==> config.mk <==
export PLATFORM = sky130hd
export DESIGN_NAME = uart_tx_fifo
export DESIGN_NICKNAME = d
export VERILOG_FILES = /design/src/rtl/uart_tx_fifo.sv
export SDC_FILE = /design/constraint.sdc
export NUM_CORES = 1
export LEC_CHECK = 0
export ABC_AREA = 1
export CAP_MARGIN = 20
export CORE_MARGIN = 2
export CORE_UTILIZATION = 50
export CTS_CLUSTER_SIZE = 16
export DETAILED_ROUTE_END_ITERATION = 8
export PLACE_DENSITY = 0.77
export SKIP_LAST_GASP = 1
export SLEW_MARGIN = 10
export SYNTH_ARGS = -nofsm -noshare
export SYNTH_HDL_FRONTEND = slang
export SYNTH_SLANG_ARGS = --single-unit
export TNS_END_PERCENT = 20
==> constraint.sdc <==
create_clock -name clk -period 5.37 [get_ports clk]
set_input_delay 1.074 -clock clk [delete_from_list [all_inputs] [get_ports clk]]
set_output_delay 1.074 -clock clk [all_outputs]
set_load 0.01 [all_outputs]
==> src/rtl/uart_tx_fifo.sv <==
`timescale 1ns/1ps
// Byte FIFO plus Tx_WR/Tx_BUSY write sequencer that feeds UART_transmitter.
// A byte pushed into an empty FIFO reaches Tx_WR 2 cycles later; writes while full are dropped unless a pop coincides.
module uart_tx_fifo #(
    parameter int DEPTH        = 8,
    parameter int ADDR_W       = 3,
    parameter int BUSY_TIMEOUT = 16
) (
    input  logic              clk,
    input  logic              reset,
    input  logic              wr_en,
    input  logic [7:0]        wr_data,
    input  logic              clr_ovf,
    input  logic              Tx_BUSY,
    output logic              Tx_WR,
    output logic [7:0]        Tx_DATA,
    output logic              full,
    output logic              empty,
    output logic [ADDR_W:0]   count,
    output logic              overflow,
    output logic              timeout_err
);

    localparam int              TO_W     = $clog2(BUSY_TIMEOUT + 1);
    localparam logic [TO_W-1:0] TO_LAST  = TO_W'(BUSY_TIMEOUT - 1);
    localparam logic [ADDR_W:0] FULL_CNT = (ADDR_W+1)'(DEPTH);
    localparam logic [ADDR_W:0] CNT_ONE  = (ADDR_W+1)'(1);

    typedef enum logic [1:0] {
        S_IDLE      = 2'd0,
        S_ISSUE     = 2'd1,
        S_WAIT_BUSY = 2'd2,
        S_WAIT_DONE = 2'd3
    } state_t;

    logic [7:0]        mem_q [DEPTH];
    logic [ADDR_W-1:0] wr_ptr_q, wr_ptr_d;
    logic [ADDR_W-1:0] rd_ptr_q, rd_ptr_d;
    logic [ADDR_W:0]   count_q, count_d;
    logic              full_q, empty_q;
    logic              ovf_q, ovf_d;
    logic              push, pop, drop;

    state_t            state_q;
    logic              tx_wr_q;
    logic [7:0]        tx_data_q;
    logic              to_err_q;
    logic [TO_W-1:0]   to_cnt_q;
    logic [TO_W-1:0]   to_cnt_inc;

    assign to_cnt_inc = to_cnt_q + TO_W'(1);

    always_comb begin
        pop      = (state_q == S_ISSUE);
        push     = wr_en && (!full_q || pop);
        drop     = wr_en && full_q && !pop;
        wr_ptr_d = push ? wr_ptr_q + ADDR_W'(1) : wr_ptr_q;
        rd_ptr_d = pop  ? rd_ptr_q + ADDR_W'(1) : rd_ptr_q;
        count_d  = count_q;
        if (push && !pop) begin
            count_d = count_q + CNT_ONE;
        end else if (pop && !push) begin
            count_d = count_q - CNT_ONE;
        end
        // A drop in the same cycle as clr_ovf keeps the flag set.
        ovf_d    = drop || (ovf_q && !clr_ovf);
    end

    always_ff @(posedge clk) begin
        if (reset && push) begin
            mem_q[wr_ptr_q] <= wr_data;
        end
    end

    always_ff @(posedge clk) begin
        if (!reset) begin
            wr_ptr_q <= '0;
            rd_ptr_q <= '0;
            count_q  <= '0;
            full_q   <= 1'b0;
            empty_q  <= 1'b1;
            ovf_q    <= 1'b0;
        end else begin
            wr_ptr_q <= wr_ptr_d;
            rd_ptr_q <= rd_ptr_d;
            count_q  <= count_d;
            full_q   <= (count_d == FULL_CNT);
            empty_q  <= (count_d == '0);
            ovf_q    <= ovf_d;
        end
    end

    // Tx_DATA is loaded on entry to ISSUE so it is valid alongside Tx_WR; rd_ptr advances as ISSUE ends.
    always_ff @(posedge clk) begin
        if (!reset) begin
            state_q   <= S_IDLE;
            tx_wr_q   <= 1'b0;
            tx_data_q <= 8'h00;
            to_err_q  <= 1'b0;
            to_cnt_q  <= '0;
        end else begin
            tx_wr_q  <= 1'b0;
            to_err_q <= 1'b0;
            case (state_q)
                S_IDLE: begin
                    if (!empty_q && !Tx_BUSY) begin
                        state_q   <= S_ISSUE;
                        tx_wr_q   <= 1'b1;
                        tx_data_q <= mem_q[rd_ptr_q];
                    end
                end
                S_ISSUE: begin
                    state_q  <= S_WAIT_BUSY;
                    to_cnt_q <= '0;
                end
                S_WAIT_BUSY: begin
                    if (Tx_BUSY) begin
                        state_q <= S_WAIT_DONE;
                    end else if (to_cnt_inc == TO_LAST) begin
                        state_q  <= S_IDLE;
                        to_err_q <= 1'b1;
                        to_cnt_q <= to_cnt_inc;
                    end else begin
                        to_cnt_q <= to_cnt_inc;
                    end
                end
                S_WAIT_DONE: begin
                    if (!Tx_BUSY) begin
                        state_q <= S_IDLE;
                    end
                end
                default: state_q <= S_IDLE;
            endcase
        end
    end

    assign Tx_WR       = tx_wr_q;
    assign Tx_DATA     = tx_data_q;
    assign full        = full_q;
    assign empty       = empty_q;
    assign count       = count_q;
    assign overflow    = ovf_q;
    assign timeout_err = to_err_q;

endmodule
# After elaboration in Yosys (flattened, before gate mapping)
# Memory sizes are Yosys's and may differ from the RTL's. A register that Yosys moved wholly into a read port is not among the register bits.
# Index checks and enable logic that the tools add are counted.
totals:
  regBits: 22
  ramBits: 64
  word_cells: 65
  mem_count: 1
classes:
  n_addsub: 5
  eq_ne: 9
  muxes: 13
  bitwise: 2
  reduce_logical: 25
memory_table:
  columns: ["name", "depth", "word_bits", "rd", "rd_clocked_by_memory_dff", "write_ports", "line", "rtl"]
  rows:
  - ["mem_q", 8, 8, 1, 1, 1, "36", "logic [7:0] mem_q [DEPTH];"]
ops:
  columns: ["operator", "n"]
  rows:
  - ["$pmux 5 s2", 1]
  - ["$logic_and 1x1->1", 8]
  - ["$mux 2", 4]
  - ["$mux 4", 2]
  - ["$pmux 2 s4", 1]
  - ["$logic_not 1->1", 7]
  - ["$add 3x1->3 const B", 2]
  - ["$ne 2x2->1 const B", 3]
  - ["$reduce_and 2->1", 3]
  - ["$add 5x1->5 const B", 1]
  - ["$eq 5x4->1 const B", 1]
  - ["$mux 5", 1]
  - ["$add 4x1->4 const B", 1]
  - ["$eq 2x2->1 const B", 2]
  - ["$eq 4x4->1 const B", 1]
  - ["$logic_not 4->1", 1]
  - ["$mux 1", 4]
  - ["$sub 4x1->4 const B", 1]
  - ["$ne 3x3->1 const B", 1]
  - ["$reduce_and 3->1", 1]
  - ["$reduce_or 3->1", 1]
  - ["$eq 2x1->1 const B", 1]
  - ["$logic_not 2->1", 1]
  - ["$logic_or 1x1->1", 2]
  - ["2 further kinds", 3]

# Depth between registers and ports, before layout
# Gate-level depths: netlist (run 1).
logic_depth:
  ltp_word: 8
  ltp_mapped: 10
  depth_no_buf: 10

# Worst setup path after synthesis (run 1)
# No wires, ideal clock.
synth_path:
  path_type: "in2reg"
  startpoint: "input port wr_en"
  endpoint: "memory mem_q[0][0] (enable)"
  setup_time_ns: 0.383
  arrival_ns: 1.964
  t_required_ns: 4.987
  slack_ns: 3.022
  cell_stages: 4
  n_path_buf: 0
  cell_sequence: "o21ai_1 inv_2 nand2_1 nor3_1"
synth_between:
  elab_chain_cells: 4
synth_rtl:
  columns: ["element", "line", "rtl"]
  rows:
  - ["start, declared", "11", "input logic wr_en,"]
  - ["$logic_and 1x1->1", "55", "push = wr_en && (!full_q || pop);"]
  - ["$logic_and 1x1->1", "70", "if (reset && push) begin"]
  - ["$mux 1", "70", null]
  - ["$mux 1 (not written as such)", "71", "mem_q[wr_ptr_q] <= wr_data;"]
  - ["end, declared", "36", null]
# Every way passes these cells.

# Worst setup path after layout (run 1)
layout_path:
  startpoint: "input port wr_en"
  endpoint: "memory mem_q[4][7] (enable)"
# The elaborated chain is that of the path after synthesis.

==> impl_metrics.py, run 1 <==
metrics = {
    "grt": {
        "grt_pass1_wl_um": 13500,
        "grt_pass1_vias": 2682,
        "grt_usage_pct": 20.9,
        "grt_remaining_overflow": 0,
        "grt_max_degree": 35,
        "antenna_found_initial": 0,
    },
    "finish": {
        "multi_input_area_mm2": 0.00123,
        "final_common_cell": "nor2_1",
        "register_area_mm2": 0.00252,
        "finalNetCount": 441,
        "final_cell_mix": "nor2_1, edfxtp_1, nand2_1",
        "fillCellCount": 648,
        "area_growth_pct": 14.6,
        "final_area_mm2": 0.00451,
        "drive_gt1_share_pct": 7.26,
        "n_antenna_cell": 0,
    },
    "cts": {
        "cts_tree": "yes",
        "numCtsBuffers": 9,
        "clk_pin_slew_worst_paths_ns": 0.09,
        "h-tree-depth": 3,
        "clk_latency_ns": 0.36,
        "cts_setup_buffers": 0,
        "clock-sinks": 94,
        "cts-root-buf": "clkbuf_8",
        "cts_resized": 0,
        "hold_buffers": 0,
        "clockBufferDepth": 2,
    },
    "synth": {
        "syn_area_mm2": 0.00394,
        "ys_seq_elements": 94,
        "synthCells": 391,
        "avgSynthCellArea_um2": 10.1,
        "yosys.cell_types.count": 28,
        "syn_nets": 410,
        "synth_seq_area_share_pct": 64.1,
        "synthArstFlopShare_pct": 0,
        "ys_warn_count": 0,
        "synthFlopType": "edfxtp_1",
        "synth_edf_count": 64,
    },
    "timing": {
        "fin_crit_sh_pct": 57.0,
        "finalCriticalPeriod_ns": 3.06,
        "skew_ns": 0.0142,
        "drv_slew": 0,
        "setup_tns_ns": 0,
        "relSlewSlack_pct": 29.4,
        "tightest_slew_ns": 1.05,
        "hold_viol": 0,
        "setup_viol": 0,
        "fmax_mhz": 326,
        "rsz0062_at_grt": "no",
    },
    "placed_design": {
        "dpl_cell_area_mm2": 0.00430,
        "post-dp-hpwl_um": 5720,
        "globalplace.congestion": 0.889,
        "io_buffer_count": 29,
    },
    "die": {
        "start_util_pct": 51.2,
        "die_h_um": 92.7,
        "io-pin-count": 30,
        "die_w_um": 92.7,
        "core_mm2": 0.00769,
        "die_area_mm2": 0.00860,
        "core.rowCount": 32,
    },
    "critical_path": {
        "critPathBufInv": 2,
        "endpoint_kind": "flop",
        "crit_type": "in -> reg",
        "worst-path-max-fanout": 8,
        "cp_data_required_time_ns": 5.35,
        "crit_arrival_ns": 3.04,
        "worstSetupStartpointType": "input pin",
        "crit_family": "simple AND/OR/NAND/NOR gates",
        "crit_path_max_incr_delay_ns": 0.85,
        "crit_path_cell_trace": "clkdlybuf4s50_1 > o21ai_1 > inv_2 > nand2_1 > nor3_1",
        "critPathSlowestCell": "nor3_1",
    },
    "power": {
        "ir_drop_mv": 0.172,
        "power_density_mw_per_mm2": 430,
        "p_leak_nw": 1.60,
    },
    "routing": {
        "drtPass1Iterations": 5,
        "wirelength_um": 8560,
        "drc": 0,
        "vias": 2916,
        "wl_per_cell_um": 16.2,
        "antenna_left": 0,
        "drt_first_iter_violations": 270,
        "viasPerCell": 5.51,
    },
    "run_status": {
        "status": "complete, no violations",
    },
    "flow_run": {
        "max-cap-violations": 0,
    },
    "worst_hold_path": {
        "hold_path.class": "reg -> reg",
    },
}
synth_stat cells, types with 3 or more instances:
master     n  share of area, %
nand3_1   32               4.1
clkinv_1   4              0.38
inv_1     22               2.1
nor3_1     6              0.76
dfxtp_1   30                15
a21oi_1   22               2.8
buf_2      5              0.64
nor2_1    68               6.5
nand2_1   52               5.0
edfxtp_1  64                49
xor2_1     3              0.67
inv_2      7              0.67
ha_1       6               1.9
o211ai_1   8               1.5
o21ai_0   29               3.7
clkbuf_1   5              0.48
o21ai_1   12               1.5
flip-flops by register name (all words and copies together), names as in the netlist:
signal,flops
mem_q,64
Tx_DATA,8
to_cnt_q,5
count,4
rd_ptr_q,3
wr_ptr_q,3
state_q,2
Tx_WR,1
empty,1
full,1
overflow,1
timeout_err,1
metrics by stage:
| step | worst slack [ns] | utilization [%] | cells | power, mW | hold WS (ns) |
|---|---|---|---|---|---|
| after floorplan | 3.02 | - | 391 | 1.29 | 0.452 |
| after global placement | 2.01 | 55.9 | 510 | 1.46 | 0.451 |
| after detailed placement | 1.92 | 55.9 | 510 | 1.48 | 0.455 |
| after CTS | 2.30 | 58.4 | 526 | 1.93 | 0.469 |
| after global routing | 2.14 | 58.7 | 529 | 2.05 | 0.493 |
| final | 2.31 | 58.7 | 529 | 1.94 | 0.467 |
worst min-delay path, delay by kind of cell (launching register included):
kind,cells,cell delay (ns)
DFF,1,0.32
and+or+nand+nor,1,0.06
AOI/OAI and AO/OA,1,0.05
where the power goes:
part | total, mW | internal (mW) | switching [mW] | leakage (nW)
logic | 0.560 | 0.212 | 0.348 | 0.687
clock network | 0.461 | 0.217 | 0.244 | 0.0899
registers | 0.918 | 0.834 | 0.0844 | 0.823
total | 1.94 | 1.26 | 0.677 | 1.60
per-layer routing:
metal  global-route usage [%]  wire length [um]
met4                     7.72               166
met1                     27.5              3670
met3                     4.56               577
met5                        0                 0
met2                     34.2              4140
final timing paths:
| path | from | end | slack [ns] | depth (start not counted) |
|---|---|---|---|---|
| hold / removal | Tx_DATA[0]$_SDFFE_PN0P_ | Tx_DATA[0]$_SDFFE_PN0P_ | 0.47 | 2 |
| setup / recovery | wr_en | mem_q[4][7]$_DFFE_PP_ | 2.31 | 5 |
| setup reg to reg | rd_ptr_q[1]$_SDFFE_PN0P_ | Tx_DATA[5]$_SDFFE_PN0P_ | 3.05 | 6 |
| hold reg to reg | Tx_DATA[0]$_SDFFE_PN0P_ | Tx_DATA[0]$_SDFFE_PN0P_ | 0.47 | 2 |
cell families (layout without fill, tap and decap cells):
kind of cell,Yosys count,count (layout),synth area share (%)
xor gates and xnor gates,3,3,0.667
AOI/OAI and AO/OA,74,74,10.1
and+or+nand+nor,169,169,18.7
DFF,94,94,64.1
buffers and inverters,45,81,4.64
adders and majority gates,6,6,1.91
layout make-up:
| cell class | count | share of cell area (%) |
|---|---|---|
| timing repair buffer | 32 | 6.99 |
| clock buffer | 11 | 2.91 |
| sequential | 94 | 55.9 |
| multi-input combinational | 252 | 27.3 |
| tap | 102 | 2.83 |
| inverter | 33 | 2.75 |
| clock inverter | 5 | 1.30 |
No activity file was read; power rests on OpenSTA's default activity.
==> run 2: changes to the inputs <==
==> constraint.sdc (replaced) <==
create_clock -name clk -period 3.05 [get_ports clk]
set_input_delay 0.61 -clock clk [delete_from_list [all_inputs] [get_ports clk]]
set_output_delay 0.61 -clock clk [all_outputs]
set_load 0.01 [all_outputs]
==> run 2 against run 1 <==
First-iteration DRC count is 18% lower. Final area grew 1.3%. Non-clock buffer count grew 8. Clock skew shrank 0.0035 ns. Highest routed layer unchanged.
==> impl_metrics.py, run 2 (synthesized netlist as in run 1, its figures left out) <==
metrics = {
    "timing": {
        "fmax_mhz": 491,
        "tightest_slew_ns": 0.501,
        "relSlewSlack_pct": 66.6,
        "finalCriticalPeriod_ns": 2.04,
        "skew_ns": 0.0106,
        "rsz0062_at_grt": "no",
        "setup_tns_ns": 0,
        "drv_slew": 0,
        "holdWs_ns": 0.471,
        "setup_viol": 0,
        "hold_viol": 0,
        "fin_crit_sh_pct": 66.8,
    },
    "placed_design": {
        "io_buffer_count": 29,
        "globalplace.congestion": 0.826,
        "post-dp-hpwl_um": 5890,
    },
    "cts": {
        "cts-root-buf": "clkbuf_8",
        "clock-sinks": 94,
        "cts_tree": "yes",
        "h-tree-depth": 3,
        "cts_resized": 0,
        "hold_buffers": 0,
        "clk_pin_slew_worst_paths_ns": 0.10,
        "clockBufferDepth": 2,
        "numCtsBuffers": 9,
        "cts_setup_buffers": 0,
        "clk_latency_ns": 0.37,
    },
    "grt": {
        "grt_max_degree": 35,
        "antenna_found_initial": 0,
        "grt_remaining_overflow": 0,
        "grt_usage_pct": 21.5,
        "grt_pass1_vias": 2831,
        "grt_pass1_wl_um": 13900,
    },
    "finish": {
        "drive_gt1_share_pct": 9.43,
        "regMostFlops": "mem_q",
        "final_cell_mix": "nor2_1, edfxtp_1, nand2_1",
        "n_antenna_cell": 0,
        "final_common_cell": "nor2_1",
        "largest_reg_flops": 64,
        "area_growth_pct": 16.0,
        "finalNetCount": 449,
        "final_core_util_pct": 59.4,
    },
    "die": {
        "io-pin-count": 30,
        "die_area_mm2": 0.00860,
        "core.rowCount": 32,
        "die_w_um": 92.7,
        "die_h_um": 92.7,
        "core_mm2": 0.00769,
        "start_util_pct": 51.2,
    },
    "worst_hold_path": {
        "hold_path.class": "reg -> reg",
        "min-delay-start": "overflow$_SDFF_PN0_",
        "hold_end": "overflow$_SDFF_PN0_",
        "holdPathStages": 2,
    },
    "critical_path": {
        "crit_arrival_ns": 2.13,
        "r2r_cells": 7,
        "endpoint_kind": "flop",
        "timing.rr.end": "mem_q[5][6]$_DFFE_PP_",
        "worst-path-max-fanout": 8,
        "crit_type": "in -> reg",
        "cp_data_required_time_ns": 3.14,
        "r2r_start": "state_q[0]$_SDFFE_PN0P_",
        "r2r_slack_ns": 1.30,
        "worstSetupStartpointType": "input pin",
    },
    "routing": {
        "vias": 2905,
        "wirelength_um": 8510,
        "drtPass1Iterations": 5,
        "drc": 0,
        "antenna_left": 0,
        "viasPerCell": 5.41,
        "drt_first_iter_violations": 221,
        "wl_per_cell_um": 15.8,
    },
    "run_status": {
        "status": "complete, no violations",
    },
    "power": {
        "p_leak_nw": 1.65,
        "power_density_mw_per_mm2": 740,
        "ir_drop_mv": 0.338,
    },
    "flow_run": {
        "max-cap-violations": 0,
    },
}
[run 2: worst max path at each step]
| stage | cells past startpoint | endpoint | slack [ns] | start |
|---|---|---|---|---|
| after detailed placement | 6 | mem_q[5][6]$_DFFE_PP_ | 0.64 | wr_en |
| after floorplan | 4 | mem_q[0][0]$_DFFE_PP_ | 1.17 | wr_en |
| after global placement | 6 | mem_q[5][3]$_DFFE_PP_ | 0.67 | wr_en |
| after global routing | 6 | mem_q[7][7]$_DFFE_PP_ | 0.89 | wr_en |
| final | 6 | mem_q[5][6]$_DFFE_PP_ | 1.01 | wr_en |
| after CTS | 1 | count[0] | 1.03 | count[0]$_SDFF_PN0_ |
[run 2: layer usage]
| metal | share of wire, % | GRT usage, % | up-vias |
|---|---|---|---|
| li1 | - | - | 1420 |
| met2 | 47 | 35.6 | 117 |
| met3 | 7.8 | 4.31 | 18 |
| met1 | 43 | 28.3 | 1350 |
| met5 | 0 | 0 | - |
| met4 | 2.0 | 7.97 | 0 |
[run 2: worst max-delay path: stages]
cell             delay [ns]
clkdlybuf4s50_1        0.62
o21ai_1                0.25
inv_2                  0.12
nand3_1                0.18
nor2_1                 0.15
buf_4                  0.18
[run 2: stage by stage]
step	cells	instance area [um2]	power (mW)	worst slack, ns
2_1_floorplan	391	3940	2.27	1.17
3_3_place_gp	521	4380	2.59	0.670
3_5_place_dp	521	4380	2.62	0.635
4_1_cts	537	4570	3.40	1.03
5_1_grt	537	4570	3.60	0.893
6_report	537	4570	3.38	1.01
[run 2: area by class of cell]
type | instances | area (um2)
clock buffers | 9 | 124
clock inverters | 7 | 66.3
fillers | 662 | 3120
inverters | 33 | 124
multi-input cells | 252 | 1230
flip-flops and latches | 94 | 2520
well taps | 102 | 128
repair buffers | 40 | 373
[run 2: power breakdown]
| part | internal (mW) | switching, mW |
|---|---|---|
| clock network | 0.314 | 0.469 |
| registers | 1.47 | 0.0829 |
| logic | 0.377 | 0.670 |
==> run 3: changes to the inputs <==
--- a/config.mk
+++ b/config.mk
@@ -11,7 +11,7 @@
 export CORE_UTILIZATION = 50
 export CTS_CLUSTER_SIZE = 16
 export DETAILED_ROUTE_END_ITERATION = 8
-export PLACE_DENSITY = 0.77
+export PLACE_DENSITY = 0.8
 export SKIP_LAST_GASP = 1
 export SLEW_MARGIN = 10
 export SYNTH_ARGS = -nofsm -noshare
==> constraint.sdc (replaced) <==
create_clock -name clk -period 1.8 [get_ports clk]
set_input_delay 0.36 -clock clk [delete_from_list [all_inputs] [get_ports clk]]
set_output_delay 0.36 -clock clk [all_outputs]
set_load 0.01 [all_outputs]
==> run 3 against run 2 <==
Routed wire length is 0.18% higher. Total power is 71% higher. Flip-flop and latch count stayed put. Non-clock buffer count is 7 higher. Cell count is 1.3% higher. Combinational power is 69% higher. Sequential power is 71% higher. Clock skew is 0.00061 ns lower. Clock power is 75% higher. Critical path depth is 5 lower. Largest power group unchanged. Highest routed layer unchanged.
==> impl_metrics.py, run 3 (synthesized netlist as in run 1, its figures left out) <==
metrics = {
    "timing": {
        "setup_tns_ns": 0,
        "setup_viol": 0,
        "fin_crit_sh_pct": 97.9,
        "rsz0062_at_grt": "yes",
        "relSlewSlack_pct": 68.6,
        "finalCriticalPeriod_ns": 1.76,
        "skew_ns": 0.0100,
        "holdWs_ns": 0.471,
        "tightest_slew_ns": 0.471,
        "hold_viol": 0,
        "drv_slew": 0,
        "fmax_mhz": 567,
    },
    "grt": {
        "grt_max_degree": 35,
        "antenna_found_initial": 0,
        "grt_use_met2_pct": 33.5,
        "grt_use_met1_pct": 28.8,
        "gr-usage-met3_pct": 5.53,
        "grt_remaining_overflow": 0,
        "grt_busiest_layer": "met2",
        "grt_usage_pct": 21.5,
        "grt_pass1_wl_um": 13800,
        "grt_pass1_vias": 2782,
    },
    "cts": {
        "h-tree-depth": 3,
        "clockBufferDepth": 2,
        "numCtsBuffers": 9,
        "clk_latency_ns": 0.36,
        "cts-root-buf": "clkbuf_8",
        "clk_pin_slew_worst_paths_ns": 0.10,
        "clock-sinks": 94,
        "hold_buffers": 0,
        "cts_setup_buffers": 0,
        "cts_tree": "yes",
        "cts_resized": 0,
    },
    "routing": {
        "wirelength_um": 8520,
        "antenna_left": 0,
        "drtPass1Iterations": 4,
        "vias": 2916,
        "viasPerCell": 5.36,
        "drt_first_iter_violations": 307,
        "drc": 0,
        "wl_per_cell_um": 15.7,
    },
    "die": {
        "core.rowCount": 32,
        "die_h_um": 92.7,
        "die_w_um": 92.7,
        "core_mm2": 0.00769,
        "start_util_pct": 51.2,
        "die_area_mm2": 0.00860,
        "io-pin-count": 30,
    },
    "finish": {
        "area_growth_pct": 17.8,
        "multi_input_area_mm2": 0.00124,
        "final_cell_mix": "nor2_1, edfxtp_1, nand2_1",
        "stdcell_count": 544,
        "n_antenna_cell": 0,
        "regMostFlops": "mem_q",
        "drive_gt1_share_pct": 11.3,
        "finalNetCount": 456,
        "fillCellCount": 631,
        "final_common_cell": "nor2_1",
        "largest_reg_flops": 64,
        "register_area_mm2": 0.00252,
    },
    "critical_path": {
        "critPathBufInv": 1,
        "crit_cells": 1,
        "r2r_cells": 7,
        "crit_arrival_ns": 1.40,
        "worstSetupStartpointType": "flop",
        "crit_type": "reg -> out",
        "worst-path-max-fanout": 6,
        "crit_path_cell_trace": "clkdlybuf4s50_1",
        "timing.rr.end": "mem_q[4][4]$_DFFE_PP_",
        "crit_family": "buffers and inverters",
        "r2r_slack_ns": 0.16,
        "cp_data_required_time_ns": 1.44,
        "endpoint_kind": "output port",
        "critPathSlowestCell": "clkdlybuf4s50_1",
        "crit_path_max_incr_delay_ns": 0.58,
        "r2r_start": "state_q[0]$_SDFFE_PN0P_",
    },
    "worst_hold_path": {
        "min-delay-start": "overflow$_SDFF_PN0_",
        "holdPathStages": 2,
        "hold_end": "overflow$_SDFF_PN0_",
        "hold_path.class": "reg -> reg",
    },
    "placed_design": {
        "post-dp-hpwl_um": 6150,
        "globalplace.congestion": 0.858,
        "dp.cells": 528,
        "io_buffer_count": 29,
    },
    "power": {
        "ir_drop_mv": 0.584,
        "p_leak_nw": 1.69,
        "power_density_mw_per_mm2": 1250,
    },
    "run_status": {
        "status": "complete, no violations",
    },
    "flow_run": {
        "max-cap-violations": 0,
    },
}
## run 3: final cells by class
| class | instances | share of cell area, % |
|---|---|---|
| well taps | 102 | 2.75 |
| flip-flops and latches | 94 | 54.4 |
| repair buffers | 47 | 9.17 |
| inverters | 33 | 2.67 |
| clock inverters | 7 | 1.65 |
| clock buffers | 9 | 2.67 |
| multi-input cells | 252 | 26.7 |
## run 3: how the worst max path moves through the flow
stage / from / to
2_1_floorplan: state_q[0]$_SDFFE_PN0P_ / mem_q[0][0]$_DFFE_PP_
3_3_place_gp: wr_en / mem_q[0][6]$_DFFE_PP_
3_5_place_dp: wr_en / mem_q[4][4]$_DFFE_PP_
4_1_cts: count[2]$_SDFF_PN0_ / count[2]
5_1_grt: count[0]$_SDFF_PN0_ / count[0]
6_report: count[2]$_SDFF_PN0_ / count[2]
## run 3: per-layer routing
layer  part of all wire, %  vias to the layer above
met3                   6.9                       15
met4                   2.3                        0
li1                      -                     1435
met2                    47                      124
met5                     0                        -
met1                    44                     1342
## run 3: power by group
part / switching (mW) / leakage, nW / internal [mW] / total (mW)
logic: 1.09 / 0.764 / 0.681 / 1.77
clock network: 0.816 / 0.103 / 0.552 / 1.37
registers: 0.158 / 0.823 / 2.49 / 2.65
## run 3: per-stage QoR
stage / setup slack [ns] / cell area, um2 / power, mW / utilization, %
3_5_place_dp: -0.0750 / 4430 / 4.44 / 57.6
5_1_grt: -0.0112 / 4640 / 6.16 / 60.3
4_1_cts: 0.0284 / 4630 / 5.80 / 60.3
6_report: 0.0372 / 4640 / 5.78 / 60.3
2_1_floorplan: -0.0383 / 3940 / 3.85 / -
3_3_place_gp: -0.0354 / 4430 / 4.37 / 57.6
